### src/rtl/uncenter_decide.sv
// Shifts signed centred lanes back to the unsigned [0,1] range, takes hard decisions
// and counts how many consecutive blocks repeat the same decision vector.
module uncenter_decide #(
  parameter int TAG_WIDTH    = 32,
  parameter int BLOCKLENGTH  = 1,
  parameter int DATA_WIDTH   = 8,
  parameter int STABLE_LIMIT = 3,
  parameter int COUNT_WIDTH  = 4
) (
  input  logic                            clk,
  input  logic                            reset,
  input  logic                            valid_in,
  output logic                            ready_out,
  input  logic [TAG_WIDTH-1:0]            tag_in,
  input  logic [DATA_WIDTH*BLOCKLENGTH-1:0] data_in,
  input  logic                            clear_history,
  input  logic                            ready_in,
  output logic                            valid_out,
  output logic [TAG_WIDTH-1:0]            tag_out,
  output logic [DATA_WIDTH*BLOCKLENGTH-1:0] data_out,
  output logic [BLOCKLENGTH-1:0]          decision_out,
  output logic [COUNT_WIDTH-1:0]          stable_count_out,
  output logic                            converged_out,
  output logic                            busy
);

  localparam int QUARTER = 2 ** (DATA_WIDTH - 2);
  localparam logic [COUNT_WIDTH-1:0] COUNT_MAX = '1;
  localparam logic [COUNT_WIDTH-1:0] LIMIT     = COUNT_WIDTH'(STABLE_LIMIT);

  // Adds one quarter of full scale and clamps to [0, 2^(DATA_WIDTH-1)].
  function automatic logic [DATA_WIDTH-1:0] uncenter_lane(input logic signed [DATA_WIDTH-1:0] c);
    int c_int;
    c_int = int'(c);
    if (c_int < -QUARTER) begin
      uncenter_lane = '0;
    end else if (c_int > QUARTER) begin
      uncenter_lane = DATA_WIDTH'(2 * QUARTER);
    end else begin
      uncenter_lane = DATA_WIDTH'(c_int + QUARTER);
    end
  endfunction

  logic                              s0_valid_r;
  logic [TAG_WIDTH-1:0]              s0_tag_r;
  logic [DATA_WIDTH*BLOCKLENGTH-1:0] s0_data_r;
  logic                              s1_valid_r;
  logic [TAG_WIDTH-1:0]              s1_tag_r;
  logic [DATA_WIDTH*BLOCKLENGTH-1:0] s1_data_r;
  logic [BLOCKLENGTH-1:0]            s1_dec_r;
  logic [BLOCKLENGTH-1:0]            hist_r;
  logic                              hist_valid_r;
  logic [COUNT_WIDTH-1:0]            count_r;
  logic                              conv_r;

  logic                              enable_s;
  logic [DATA_WIDTH*BLOCKLENGTH-1:0] lane_out_s;
  logic [BLOCKLENGTH-1:0]            dec_s;
  logic [COUNT_WIDTH-1:0]            count_nxt_s;

  assign enable_s = ready_in || !s1_valid_r;

  // Per-lane uncentring and hard decision of the stage-0 block.
  always_comb begin
    lane_out_s = '0;
    dec_s      = '0;
    for (int k = 0; k < BLOCKLENGTH; k++) begin
      lane_out_s[k*DATA_WIDTH +: DATA_WIDTH] = uncenter_lane(signed'(s0_data_r[k*DATA_WIDTH +: DATA_WIDTH]));
      dec_s[k] = (signed'(s0_data_r[k*DATA_WIDTH +: DATA_WIDTH]) > signed'({DATA_WIDTH{1'b0}}));
    end
  end

  // Stable count for the block entering stage 1; a coincident clear makes it a first block.
  always_comb begin
    count_nxt_s = '0;
    if (clear_history || !hist_valid_r) begin
      count_nxt_s = '0;
    end else if (dec_s == hist_r) begin
      count_nxt_s = (count_r == COUNT_MAX) ? count_r : count_r + 1'b1;
    end else begin
      count_nxt_s = '0;
    end
  end

  // Pipeline stages, decision history and stable counter.
  always_ff @(posedge clk) begin
    if (reset) begin
      s0_valid_r   <= 1'b0;
      s0_tag_r     <= '0;
      s0_data_r    <= '0;
      s1_valid_r   <= 1'b0;
      s1_tag_r     <= '0;
      s1_data_r    <= '0;
      s1_dec_r     <= '0;
      hist_r       <= '0;
      hist_valid_r <= 1'b0;
      count_r      <= '0;
      conv_r       <= 1'b0;
    end else begin
      if (enable_s) begin
        s0_valid_r <= valid_in;
        s0_tag_r   <= tag_in;
        s0_data_r  <= data_in;
        s1_valid_r <= s0_valid_r;
        s1_tag_r   <= s0_tag_r;
        s1_data_r  <= lane_out_s;
        s1_dec_r   <= dec_s;
      end
      // Bubbles leave history alone; clear still acts during a stall.
      if (enable_s && s0_valid_r) begin
        hist_r       <= dec_s;
        hist_valid_r <= 1'b1;
        count_r      <= count_nxt_s;
        conv_r       <= (count_nxt_s >= LIMIT);
      end else if (clear_history) begin
        hist_valid_r <= 1'b0;
        count_r      <= '0;
        conv_r       <= 1'b0;
      end
    end
  end

  assign ready_out        = enable_s;
  assign valid_out        = s1_valid_r;
  assign tag_out          = s1_tag_r;
  assign data_out         = s1_data_r;
  assign decision_out     = s1_dec_r;
  assign stable_count_out = count_r;
  assign converged_out    = conv_r;
  assign busy             = s0_valid_r || s1_valid_r;

endmodule
### config.mk
export PLATFORM = sky130hd
export DESIGN_NAME = uncenter_decide
export DESIGN_NICKNAME = d
export VERILOG_FILES = /design/src/rtl/uncenter_decide.sv
export SDC_FILE = /design/constraint.sdc
export NUM_CORES = 1
export LEC_CHECK = 0
export BUFFER_PORTS_ARGS = -buffer_cell sky130_fd_sc_hd__buf_4
export CAP_MARGIN = 25
export CORE_UTILIZATION = 48
export DETAILED_ROUTE_END_ITERATION = 7
export PLACE_DENSITY = 0.75
export SLEW_MARGIN = 20
export SYNTH_ARGS = -nofsm -noshare
export SYNTH_HDL_FRONTEND = slang
export SYNTH_SLANG_ARGS = --single-unit
### constraint.sdc
create_clock -name clk -period 1.65 [get_ports clk]
set_input_delay 0.33 -clock clk [delete_from_list [all_inputs] [get_ports clk]]
set_output_delay 0.33 -clock clk [all_outputs]
set_load 0.05 [all_outputs]
==> out/qor.yml <==
run_status:
  outcome: "finished, violations left"
  violations: "DRC, setup timing"
global_route:
  grt_pass1_wl_um: 12000
  grt_pass1_vias: 2767
  globalRouteTotalUtil_pct: 20.7
  grt_overflow: 0
  grt_start_max_net_pins: 48
  grt_antenna_before_repair: 0
worst_setup_path:
  path_depth: 6
  max_incr_delay_on_cp_ns: 0.36
  crit_path_top_delay_cell: "sky130_fd_sc_hd__dfxtp_4"
  regToRegEndpoint: "stable_count_out[2]"
  worst-r2r-setup-slack_ns: -0.02
  worstSetupEndpoint: "stable_count_out[2]"
  cp.buffers_inverters: 1
  crit_path_max_fanout: 6
  cp.arrival_ns: 1.92
  start_kind: "flop"
  critical_path.reg2reg.startpoint: "s0_data_r[2]"
  r2r_cells: 6
  worstSetupPathType: "flop to flop"
  crit_chain: "nor4_4 > a21oi_2 > mux2i_4 > buf_6 > a21oi_4 > nor4_2"
  worst_ep_required_time_ns: 1.91
  kind_of_cell_adding_the_most_delay_to_the_critical_path: "simple AND/OR/NAND/NOR gates"
  critical_path_sink_type: "flop"
  crit_path_start: "s0_data_r[2]"
timing:
  final_period_minus_worst_setup_slack_ns: 1.67
  setup_repair_after_global_routing_missed_its_margin: "yes"
  worst_slew_pin_slew_ns: 0.493
  timing.fmax_mhz: 600
  report.final.setup_viol: 1
  final-hold-violation-count: 0
  tns_ns: -0.0155
  slew-limit-headroom_pct: 67.1
  finClkSkew_ns: 0.00633
  final_max_slew_viol_count: 0
  min_period_over_period_pct: 101
  postLayoutSetupSlackWorst_ns: -0.0155
yosys:
  number_of_storage_elements_in_the_synthesis_netlist: 90
  synth_xor_xnor_area_share_pct: 0.269
  synth.mux.area_fraction_pct: 1.00
  synth_top_family_by_area: "simple AND/OR/NAND/NOR gates"
  yosysSeqAreaShare_pct: 55.4
  synth_area_per_cell_um2: 7.95
  synth_simple_gate_area_share_pct: 23.7
  synth_fa_ha_area_share_pct: 0.385
  synth_cells: 409
  synth_cell_types: 29
  complex_gate_fraction_of_the_synthesized_area_pct: 15.4
  syn_nets: 455
  number_of_synthesis_warnings: 0
  mappedNetlistArea_um2: 3250
cts:
  numCtsBuffers: 9
  clkSlewWorstSetupHoldPaths_ns: 0.09
  clock_tree_from_tritoncts: "yes"
  ctsRootBufferMaster: "sky130_fd_sc_hd__clkbuf_8"
  cts_htree_levels: 3
  cts_num_sinks: 90
  cts.path.max_buffers: 2
  insertion_delay_of_the_later_clocked_pin_in_the_worst_skew_pair_ns: 0.34
drt:
  drt-total-wl_um: 7200
  route.vias.total: 2904
  drt_via_density: 5.00
  drt_first_iter_violations: 133
  wl_per_cell_um: 12.4
  post_route_drc_violation_count: 16
  antenna_left: 0
  detail_route.first_pass.iterations: 6
placed_design:
  dp_hpwl_um: 4630
  place.gp.congestion: 0.732
  place.port_buffers: 93
cells_and_area:
  final_core_util_pct: 67.2
  area_growth_pct: 33.5
  final_net_count: 545
  final_layout_size_suffix_gt1_share_pct: 28.4
  insertedDiodeCount: 0
  leading_cell_type_in_the_layout_fill_and_taps_excluded: "sky130_fd_sc_hd__nand2_1"
  layout.cells.most_common_list: "sky130_fd_sc_hd__nand2_1 (152), sky130_fd_sc_hd__buf_4 (105), sky130_fd_sc_hd__dfxtp_1 (83)"
run:
  maxCapViolCount: 0
power_and_ir_drop:
  power_density_nw_per_um2: 1060
  final_total_power_mw: 4.60
  max-vdd-ir-drop_mv: 0.656
  static-leakage-power_nw: 1.89
min_path:
  worstHoldPathType: "primary input to flop"
  hold_depth: 3
floorplan:
  rows: 29
  die-height_um: 84.3
  core_area_um2: 6460
  floorplan.io_pins: 94
  die_width_um: 84.3
  starting_density_pct: 50.3
  die_area_um2: 7100
## state kept, by name, summed over array words and instances, names as in the netlist, 4 cells and up
register          count
tag_out              32
s0_tag_r             32
s0_data_r             8
data_out              8
stable_count_out      4
## report_power, final
part           total [mW]  switching (mW)  internal [mW]
combinational       0.637           0.393          0.244
clock                1.60           0.754          0.850
sequential           2.36          0.0708           2.29
total                4.60            1.22           3.38
## how the worst min path moves through the flow
stage,from,endpoint,slack [ns]
global placement,s0_tag_r[24],s0_tag_r[24],0.44
floorplan,s0_tag_r[0],s0_tag_r[0],0.43
global route,data_in[4],s0_data_r[4],0.21
finish,tag_in[12],s0_tag_r[12],0.23
CTS,tag_in[12],s0_tag_r[12],0.21
detailed placement,tag_out[20],tag_out[20],0.44
## layout make-up
| type | count | area [µm²] |
|---|---|---|
| clock buffer | 9 | 124 |
| clock inverter | 7 | 93.8 |
| fill | 569 | 2120 |
| inverter | 3 | 11.3 |
| multi-input combinational | 287 | 1360 |
| sequential | 90 | 1810 |
| tap | 77 | 96.3 |
| timing repair buffer | 108 | 840 |
## timing repair
action / CTS / global route
setup endpoints to repair: 0 / 2
resized for setup: 0 / 13
hold buffers: 0 / 0
setup buffers: 0 / 7
## worst min-delay path, delay by kind of cell
family	cells	cell delay, ns
simple gates	1	0.04
buf+inv	1	0.10
compound gates	1	0.05
## cells by family (layout without fill, tap and decap cells)
| kind of cell | count (synthesis) | in the layout |
|---|---|---|
| AOI/OAI and AO/OA | 94 | 94 |
| xor gates and xnor gates | 1 | 1 |
| adders and majority gates | 1 | 1 |
| buffers and inverters | 32 | 127 |
| DFF | 90 | 90 |
| muxes | 2 | 2 |
| and+or+nand+nor | 189 | 189 |
## through the flow
| stage | cell area (µm²) | hold WS (ns) | setup slack, ns | instances |
|---|---|---|---|---|
| 2_1_floorplan | 3250 | 0.432 | 0.0120 | 409 |
| 3_3_place_gp | 4030 | 0.438 | 0.154 | 558 |
| 3_5_place_dp | 4030 | 0.444 | 0.0793 | 558 |
| 4_1_cts | 4240 | 0.211 | 0.0770 | 574 |
| 5_1_grt | 4340 | 0.213 | -0.109 | 581 |
| 6_report | 4340 | 0.229 | -0.0155 | 581 |
## routing by layer
layer	vias to the layer above	part of all wire (%)	global-route usage, %
met5	-	0	0
met4	0	0.88	8.46
met3	6	5.3	4.13
met2	71	48	35.5
met1	1315	46	25.7
li1	1512	-	-
## cells in the mapped netlist
cell	number	area (µm²)
sky130_fd_sc_hd__xnor2_1	1	8.76
sky130_fd_sc_hd__o21ai_0	1	5.00
sky130_fd_sc_hd__ha_1	1	12.5
sky130_fd_sc_hd__or2_2	1	6.26
sky130_fd_sc_hd__nand4_1	2	12.5
sky130_fd_sc_hd__nand2_1	152	571
sky130_fd_sc_hd__nand3_1	2	10.0
sky130_fd_sc_hd__nand4b_1	1	8.76
sky130_fd_sc_hd__nor4_4	1	21.3
sky130_fd_sc_hd__buf_2	4	20.0
sky130_fd_sc_hd__a21oi_2	1	8.76
sky130_fd_sc_hd__dfxtp_1	90	1800
sky130_fd_sc_hd__mux2i_4	1	22.5
sky130_fd_sc_hd__nor4_1	2	12.5
sky130_fd_sc_hd__inv_2	1	3.75
sky130_fd_sc_hd__nor3_2	1	10.0
sky130_fd_sc_hd__inv_1	2	7.51
sky130_fd_sc_hd__buf_1	6	22.5
sky130_fd_sc_hd__a41oi_1	1	8.76
sky130_fd_sc_hd__nor2_2	1	6.26
sky130_fd_sc_hd__nand2b_1	1	6.26
sky130_fd_sc_hd__a21oi_1	82	410
sky130_fd_sc_hd__nor3_1	4	20.0
sky130_fd_sc_hd__a22oi_1	8	60.1
sky130_fd_sc_hd__nor2b_1	3	18.8
sky130_fd_sc_hd__mux2i_1	1	10.0
sky130_fd_sc_hd__a31oi_1	1	6.26
sky130_fd_sc_hd__nor2_1	18	67.6
sky130_fd_sc_hd__clkbuf_1	19	71.3
(Power assumes the default switching activity.)
